===== src/rtl/antilog64_pkg.sv =====
// Shared widths and sideband layout for the log-to-linear (Mitchell antilog) converter.
package antilog64_pkg;
  localparam int FRAC_W   = 31;
  localparam int CHAR_W   = 6;
  localparam int OUT_W    = 64;
  localparam int TAG_W    = 4;
  localparam int M_W      = FRAC_W + 1;   // 1.FRAC_W mantissa
  localparam int COARSE_W = M_W + 56;     // after k[5:3]*8, max 56
  localparam int FINE_W   = COARSE_W + 7; // after k[2:0], equals OUT_W + FRAC_W

  typedef struct packed {
    logic [2:0]       k_fine;
    logic             zero;
    logic [TAG_W-1:0] tag;
  } s1_side_t;
endpackage


===== src/rtl/antilog64_if.sv =====
// Input log-value / output linear-result handshake bundle.
interface antilog64_if;
  import antilog64_pkg::*;
  logic              in_valid;
  logic              in_ready;
  logic [CHAR_W-1:0] in_k;
  logic [FRAC_W-1:0] in_frac;
  logic              in_zero;
  logic [TAG_W-1:0]  in_tag;
  logic              out_valid;
  logic              out_ready;
  logic [OUT_W-1:0]  out_num;
  logic [TAG_W-1:0]  out_tag;

  modport master (
    output in_valid, in_k, in_frac, in_zero, in_tag, out_ready,
    input  in_ready, out_valid, out_num, out_tag
  );
  modport slave (
    input  in_valid, in_k, in_frac, in_zero, in_tag, out_ready,
    output in_ready, out_valid, out_num, out_tag
  );
endinterface


===== src/rtl/antilog_shift_stage.sv =====
// Registered left-shifter stage: shift by sel*STEP, carry sideband, load on advance.
module antilog_shift_stage #(
  parameter int DIN_W  = 32,
  parameter int DOUT_W = 88,
  parameter int SEL_W  = 3,
  parameter int STEP   = 8,
  parameter int SIDE_W = 8
) (
  input  logic              clk,
  input  logic              rst_n,
  input  logic              adv,
  input  logic              in_valid,
  input  logic [DIN_W-1:0]  din,
  input  logic [SEL_W-1:0]  sel,
  input  logic [SIDE_W-1:0] side_in,
  output logic              valid,
  output logic [DOUT_W-1:0] dout,
  output logic [SIDE_W-1:0] side_out
);
  logic [DOUT_W-1:0] ext;
  logic [DOUT_W-1:0] shifted;
  logic [31:0]       amt;

  assign ext     = DOUT_W'(din);
  assign amt     = 32'(sel) * 32'(STEP);
  assign shifted = ext << amt;

  // data is reset too so the final stage presents zeros out of reset
  always_ff @(posedge clk or negedge rst_n) begin
    if (!rst_n) begin
      valid    <= 1'b0;
      dout     <= '0;
      side_out <= '0;
    end else if (adv) begin
      valid <= in_valid;
      if (in_valid) begin
        dout     <= shifted;
        side_out <= side_in;
      end
    end
  end
endmodule


===== src/rtl/antilog64.sv =====
// Mitchell antilog: floor(2^k * (1+f)) as a 2-stage coarse/fine shift pipeline.
module antilog64 import antilog64_pkg::*; (
  input logic         clk,
  input logic         rst_n,
  antilog64_if.slave  bus
);
  logic                s1_valid, s2_valid;
  logic                s1_adv, s2_adv;
  logic [2:0]          vld_pipe;
  logic [COARSE_W-1:0] s1_data;
  logic [COARSE_W-1:0] s2_din;
  logic [FINE_W-1:0]   s2_data;
  s1_side_t            s1_side_in, s1_side;
  logic [TAG_W-1:0]    s2_tag;
  logic                unused_lo;

  assign vld_pipe = {s2_valid, s1_valid, bus.in_valid};

  // no skid buffer: in_ready ripples straight back from out_ready
  assign s2_adv       = !vld_pipe[2] | bus.out_ready;
  assign s1_adv       = !vld_pipe[1] | s2_adv;
  assign bus.in_ready = s1_adv;

  assign s1_side_in = '{k_fine: bus.in_k[2:0], zero: bus.in_zero, tag: bus.in_tag};

  antilog_shift_stage #(
    .DIN_W(M_W), .DOUT_W(COARSE_W), .SEL_W(3), .STEP(8), .SIDE_W($bits(s1_side_t))
  ) u_coarse (
    .clk(clk), .rst_n(rst_n), .adv(s1_adv), .in_valid(vld_pipe[0]),
    .din({1'b1, bus.in_frac}), .sel(bus.in_k[5:3]), .side_in(s1_side_in),
    .valid(s1_valid), .dout(s1_data), .side_out(s1_side)
  );

  // zero operands are flushed before the fine shift so the result register holds 0
  assign s2_din = s1_side.zero ? '0 : s1_data;

  antilog_shift_stage #(
    .DIN_W(COARSE_W), .DOUT_W(FINE_W), .SEL_W(3), .STEP(1), .SIDE_W(TAG_W)
  ) u_fine (
    .clk(clk), .rst_n(rst_n), .adv(s2_adv), .in_valid(vld_pipe[1]),
    .din(s2_din), .sel(s1_side.k_fine), .side_in(s1_side.tag),
    .valid(s2_valid), .dout(s2_data), .side_out(s2_tag)
  );

  assign bus.out_valid = vld_pipe[2];
  assign bus.out_num   = s2_data[FRAC_W +: OUT_W];
  assign bus.out_tag   = s2_tag;
  assign unused_lo     = ^s2_data[FRAC_W-1:0];
endmodule

===== src/flat_wrapper.sv =====
// flat-port wrapper written by rule: the top's interface ports become plain ports
module antilog64_flat import antilog64_pkg::*;
  (clk, rst_n, bus_in_valid, bus_in_k, bus_in_frac, bus_in_zero, bus_in_tag, bus_out_ready, bus_in_ready, bus_out_valid, bus_out_num, bus_out_tag);
  antilog64_if bus_i ();
  input logic clk;
  input logic rst_n;
  input wire logic [$bits(bus_i.in_valid)-1:0] bus_in_valid;
  input wire logic [$bits(bus_i.in_k)-1:0] bus_in_k;
  input wire logic [$bits(bus_i.in_frac)-1:0] bus_in_frac;
  input wire logic [$bits(bus_i.in_zero)-1:0] bus_in_zero;
  input wire logic [$bits(bus_i.in_tag)-1:0] bus_in_tag;
  input wire logic [$bits(bus_i.out_ready)-1:0] bus_out_ready;
  output wire logic [$bits(bus_i.in_ready)-1:0] bus_in_ready;
  output wire logic [$bits(bus_i.out_valid)-1:0] bus_out_valid;
  output wire logic [$bits(bus_i.out_num)-1:0] bus_out_num;
  output wire logic [$bits(bus_i.out_tag)-1:0] bus_out_tag;
  assign bus_i.in_valid = bus_in_valid;
  assign bus_i.in_k = bus_in_k;
  assign bus_i.in_frac = bus_in_frac;
  assign bus_i.in_zero = bus_in_zero;
  assign bus_i.in_tag = bus_in_tag;
  assign bus_i.out_ready = bus_out_ready;
  assign bus_in_ready = bus_i.in_ready;
  assign bus_out_valid = bus_i.out_valid;
  assign bus_out_num = bus_i.out_num;
  assign bus_out_tag = bus_i.out_tag;
  antilog64 u_core (.clk(clk), .rst_n(rst_n), .bus(bus_i));
endmodule

===== config.mk =====
export PLATFORM = sky130hd
export DESIGN_NAME = antilog64_flat
export DESIGN_NICKNAME = d
export VERILOG_FILES = /design/src/rtl/antilog64_pkg.sv /design/src/rtl/antilog64_if.sv /design/src/rtl/antilog_shift_stage.sv /design/src/rtl/antilog64.sv /design/src/flat_wrapper.sv
export SDC_FILE = /design/constraint.sdc
export NUM_CORES = 1
export LEC_CHECK = 0
export CAP_MARGIN = 5
export CORE_MARGIN = 10
export CORE_UTILIZATION = 30
export DETAILED_ROUTE_END_ITERATION = 8
export PLACE_DENSITY = 0.56
export REMOVE_ABC_BUFFERS = 1
export SLEW_MARGIN = 20
export SYNTH_ARGS = -nofsm -noshare
export SYNTH_HDL_FRONTEND = slang
export SYNTH_SLANG_ARGS = --single-unit

===== constraint.sdc =====
create_clock -name clk -period 1.6 [get_ports clk]
set_input_delay 0.32 -clock clk [delete_from_list [all_inputs] [get_ports clk]]
set_output_delay 0.32 -clock clk [all_outputs]
set_load 0.01 [all_outputs]

### Yosys cells after proc, flatten, opt, wreduce, memory -nomap -nowiden

Cells that the tools add are included.
Widths: inputs -> output; s select.

| operators by class | value |
|---|---|
| add/subtract/negate cells | 0 |
| $mul | 0 |
| div/mod/pow operators | 0 |
| order comparisons | 0 |
| equality and inequality tests | 0 |
| shifts and indexed selects | 2 |
| mux-type cells | 1 |
| bitwise gates (word level) | 2 |
| reduce and logical (&&, ||, !) cells | 4 |

Operators with widths:

| kind | number |
|---|---|
| $shl 88x3->95 | 1 |
| $mux 88 | 1 |
| $shl 32x6->88 | 1 |
| $reduce_and 2->1 | 2 |
| $logic_not 1->1 | 2 |
| $or 1x1->1 | 2 |

| word-level totals | value |
|---|---|
| register bits | 197 |
| bits in latches | 0 |
| memory bits (writable) | 0 |
| memory bits (read-only) | 0 |
| input bits | 46 |
| output and inout bits | 70 |
| word-level logic and storage cells | 15 |
| memories | 0 |

### Longest topological paths before layout

| logic depth | value |
|---|---|
| depth after elaboration | 4 |
| mapped depth | 7 |
| depth with buffers taken out | 4 |

### By module

From an unflattened synthesis, not the netlist that was laid out.

| second synthesis, totals | value |
|---|---|
| cells, all modules | 1,126 |
| area, all modules | 11,436.0 um^2 |

Modules (own cells, without submodules):

| module | times used | cells each | area an instance (um^2) | sequential area each (um^2) |
|---|---|---|---|---|
| antilog_shift_stage (u_core.u_fine) | 1 | 652 | 6,279.8 | 2,502.4 |
| antilog_shift_stage (u_core.u_coarse) | 1 | 374 | 4,528.1 | 2,427.3 |
| antilog64 | 1 | 100 | 628.1 | 0.0 |

### Least setup slack after synthesis

No wires, ideal clock.

| path | value |
|---|---|
| kind | register to register |
| from | register u_core.u_fine.valid |
| to | register u_core.u_coarse.dout[65] |
| setup time | 0.128 ns |
| arrival | 1.326 ns |
| data required time | 1.472 ns |
| setup slack | 0.146 ns |
| cell stages (with the launch flop) | 7 |
| path buffers | 2 |
| clock period less this slack | 1.454 ns |
| cell sequence | dfrtp_1 > nand3b_1 > and2_1 > buf_2 > nand2_1 > clkbuf_2 > o21ai_0 |

| on the way | value |
|---|---|
| word-level cells in the longest chain between the ends | 4 |

RTL lines:

| what | line | source |
|---|---|---|
| start: declaration | antilog_shift_stage.sv:16 | `output logic valid,` |
| start signal: assignment | antilog_shift_stage.sv:35 | `valid <= in_valid;` |
| $logic_not 1->1 | antilog64.sv:20 | `assign s2_adv = !vld_pipe[2] \| bus.out_ready;` |
| $or 1x1->1 | antilog64.sv:20 |  |
| $or 1x1->1 | antilog64.sv:21 | `assign s1_adv = !vld_pipe[1] \| s2_adv;` |
| via bus_in_ready | flat_wrapper.sv:13 | `output wire logic [$bits(bus_i.in_ready)-1:0] bus_in_ready;` |
| $reduce_and 2->1 (no line) | -- |  |
| end signal: assignment | antilog_shift_stage.sv:37 | `dout <= shifted;` |
| end: declaration | antilog_shift_stage.sv:17 | `output logic [DOUT_W-1:0] dout,` |

The timed path passes the listed nets, and every way through them passes these cells.
A chain may end at the register's enable or synchronous reset.

### Worst setup path after layout

| path | value |
|---|---|
| from | register u_core.u_coarse.side_out[5] |
| to | register u_core.u_fine.dout[67] |

| on the way | value |
|---|---|
| word-level cells in the longest chain between the ends | 1 |

RTL lines:

| what | line | source |
|---|---|---|
| start: declaration | antilog_shift_stage.sv:18 | `output logic [SIDE_W-1:0] side_out` |
| start signal: assignment | antilog_shift_stage.sv:38 | `side_out <= side_in;` |
| $shl 88x3->95 | antilog_shift_stage.sv:26 | `assign shifted = ext << amt;` |
| end signal: assignment | antilog_shift_stage.sv:37 |  |
| end: declaration | antilog_shift_stage.sv:17 |  |

No other way between the ends.

==> run_results.csv <==
group,metric,value,unit
global_route,grt_start_max_net_pins,56,
worst_setup_path,setup_crit_path_kind,"reg -> reg",
cts,cts_tree,"yes",
worst_setup_path,setup.worst_path.end_class,"flop",
timing,number_of_endpoints_with_negative_hold_slack_in_the_final_report,0,
final_layout,flow.area_growth_from_synthesis,37.7,%
floorplan,die_span_in_x,181,um
cts,clkSinkCount,142,
synth,postSynthAreaPerCell,9.70,um2
timing,worst_hold_slack,0.362,ns
synth,netlist_area,7780,um2
route,route.final.wire_length,26400,um
worst_setup_path,critical_path_arrival,1.83,ns
power_and_ir_drop,cellLeakagePower,4.89,nW
place,dpl.cell_count,1289,
worst_setup_path,crit_path_start,"u_core.u_coarse.side_out[5]",
cts,ctsHtreeMaxLevel,4,
final_layout,n_antenna_cell,0,
final_layout,final-seq-area,3550,um2
synth,syn-instance-count,802,
route,dr_wl_met3,1520,um
timing,setup_violations,0,
final_layout,area_of_the_multi_input_gates,3860,um2
worst_setup_path,timing.reg2reg.worst_path_depth,5,
final_layout,finalNonFillerCells,1324,
place,globalplace.congestion,0.895,
power_and_ir_drop,powerDensity,1220,nW/um2
timing,fin_worst_skew,0.0130,ns
outcome,status,"completed",
place,io_buffer_count,115,
route,drt-initial-drc-count,588,
route,detail_route.first_pass.iterations,5,
timing,relSlewSlack,73.2,%
global_route,globalRouteTotalUtil,15.8,%
run,max_cap_viol_count,0,
synth,synth.yosys.warnings,0,
worst_setup_path,cp.required,1.90,ns
synth,seq_cells_post_synth,142,
final_layout,post_route_cells_drive_above_1_share,23.8,%
floorplan,number_of_i_o_pins,116,
route,detail_route.vias_per_cell,5.39,
worst_setup_path,crit-reg2reg-launch,"u_core.u_coarse.side_out[5]",
global_route,first_pass_grt_wire_length,41700,um
timing,slew_violations,0,
min_path,timing.hold.worst.class,"in -> async",
cts,clk-insertion-delay-late,0.43,ns
final_layout,fillers,2503,
timing,finalWorstPathRequiredPeriod,1.53,ns
final_layout,design.final.nets,1027,
worst_setup_path,critPathLaunchType,"flop",
global_route,grt_overflow,0,
route,dr_total_vias,7134,
timing,timing.final.ws_setup,0.0689,ns
route,m1WireLength,12100,um
floorplan,row_count,58,
global_route,first_global_vias,7044,
worst_setup_path,critical_path.reg2reg.endpoint,"u_core.u_fine.dout[67]",
synth,seq_area_frac_synth,45.7,%
route,drt_drc_violations_left,0,
route,met2_length,12400,um
timing,min_period_over_period,95.7,%
place,dp.final_hpwl,19900,um
cts,clk_path_buf_depth,2,
timing,rsz0062_at_grt,"no",
floorplan,fp.dieH,181,um
cts,clk_root_buffer_cell,"sky130_fd_sc_hd__clkbuf_16",
power_and_ir_drop,max-vdd-ir-drop,0.716,mV
route,wl_per_cell,20.0,um
synth,synth_cell_type_count,42,
place,place_ws,-0.441,ns
route,dr.max_layer_used,"met4",
global_route,antenna_found_initial,1,
floorplan,start_util,30.7,%
floorplan,fp.coreArea,25300,um2
cts,number_of_buffers_added_by_the_clock_tree_synthesis_step,17,
floorplan,dieArea,32800,um2
route,route.antenna.remaining_nets,0,
worst_setup_path,critical_path.max_fanout,16,
power_and_ir_drop,power,0.0131,W
worst_setup_path,rrSetupSlack,0.07,ns
timing,tightestPinTransition,0.390,ns
place,post_dp_cell_area,10100,um2
timing,max_freq,0.653,GHz
cts,cts.reportedPaths.clkPinSlew,0.06,ns
final_layout,area_of_all_placed_cells_without_fillers,10700,um2
cell type report:
class | count | share of cell area, %
flip-flops and latches | 142 | 33.2
clock buffers | 22 | 4.52
well taps | 330 | 3.85
inverters | 4 | 0.140
repair buffers | 234 | 20.6
multi-input cells | 582 | 36.0
clock inverters | 10 | 1.70
worst max-delay path by stage:
stage / end / cells past startpoint
3_3_place_gp: u_core.u_coarse.dout[31] / 8
4_1_cts: bus_in_ready / 2
6_report: u_core.u_fine.dout[67] / 5
3_5_place_dp: u_core.u_coarse.dout[37] / 6
5_1_grt: u_core.u_fine.dout[64] / 5
2_1_floorplan: u_core.u_fine.dout[31] / 4
flip-flops by register name, indices dropped and copies added (netlist names):
name / count
u_core.u_coarse.side_out: 8
u_core.u_coarse.valid: 1
u_core.u_fine.valid: 1
u_core.u_fine.dout: 64
u_core.u_coarse.dout: 64
u_core.u_fine.side_out: 4
cells in the final DEF, fill, tap and decap left out, types with 8 or more instances in the layout:
cell type,count
sky130_fd_sc_hd__mux2_2,72
sky130_fd_sc_hd__dlygate4sd2_1,69
sky130_fd_sc_hd__buf_4,98
sky130_fd_sc_hd__buf_12,19
sky130_fd_sc_hd__nor2_1,8
sky130_fd_sc_hd__nand2_1,147
sky130_fd_sc_hd__a21oi_1,8
sky130_fd_sc_hd__mux2i_1,28
sky130_fd_sc_hd__dfrtp_1,141
sky130_fd_sc_hd__clkdlybuf4s50_1,42
sky130_fd_sc_hd__o31ai_1,57
sky130_fd_sc_hd__a22o_1,9
sky130_fd_sc_hd__o21ai_0,57
sky130_fd_sc_hd__o22ai_1,109
sky130_fd_sc_hd__clkbuf_16,18
per-layer routing:
layer  global-route usage, %  vias to the layer above
li1                        -                     3378
met1                    21.1                     3474
met2                    25.0                      253
met3                    3.44                       29
met4                    4.49                        0
met5                       0                        -
worst max-delay path: stages, from the launching register on:
cell and delay (ns):
sky130_fd_sc_hd__dfrtp_2 0.42, sky130_fd_sc_hd__buf_12 0.17, sky130_fd_sc_hd__buf_12 0.15, sky130_fd_sc_hd__mux2_2 0.38
sky130_fd_sc_hd__o22ai_1 0.17, sky130_fd_sc_hd__o31ai_1 0.09
what timing repair did:
action	4_1_cts	5_1_grt
gates resized for setup	72	6
hold buffers	1	0
endpoints found under the hold margin	28	0
setup buffers	0	1
setup endpoints to repair	71	18
gates cloned	0	1
pin swaps	0	0
cells by family (layout without fill, tap and decap cells):
| group | Yosys count | count (layout) | synth area share, % |
|---|---|---|---|
| and+or+nand+nor | 186 | 186 | 10.1 |
| muxes | 101 | 101 | 14.1 |
| AOI/OAI and AO/OA | 295 | 295 | 25.0 |
| DFF | 142 | 142 | 45.7 |
| buffers and inverters | 78 | 270 | 5.08 |
metrics by stage:
stage	TNS, ns	utilization [%]
after floorplan	-124.17	-
after global placement	-30.60	39.8
after detailed placement	-32.59	39.8
after CTS	0	42.2
after global routing	0	42.3
final	0	42.3
power breakdown:
group	internal (W)	switching, W	leakage, nW	total [W]
Sequential	0.00422	0.000412	1.84	0.00463
Clock	0.00293	0.00159	0.330	0.00452
Combinational	0.00187	0.00209	2.72	0.00395
synthesized netlist by cell type (all sizes together):
cell	instances	area, um2
a21o	1	7.51
a21oi	9	45.0
a22o	9	78.8
a22oi	6	45.0
a2bb2oi	7	61.3
a31oi	1	6.26
a32o	2	20.0
a32oi	7	61.3
and2	1	6.26
and3b	4	35.0
buf	53	300
clkbuf	21	80.1
dfrtp	142	3550
inv	4	15.0
mux2	72	811
mux2i	29	290
nand2	149	559
nand2b	9	56.3
nand3	1	5.00
nand3b	1	7.51
nand4	1	6.26
nor2	10	42.5
nor2b	6	40.0
nor3	1	5.00
nor3b	1	7.51
o21a	7	52.6
o21ai	64	320
o221ai	7	61.3
o22a	1	8.76
o22ai	109	682
o2bb2ai	7	61.3
o31ai	57	428
o32a	1	10.0
or2	2	12.5
Note: power is estimated with default switching activity, not from simulation.
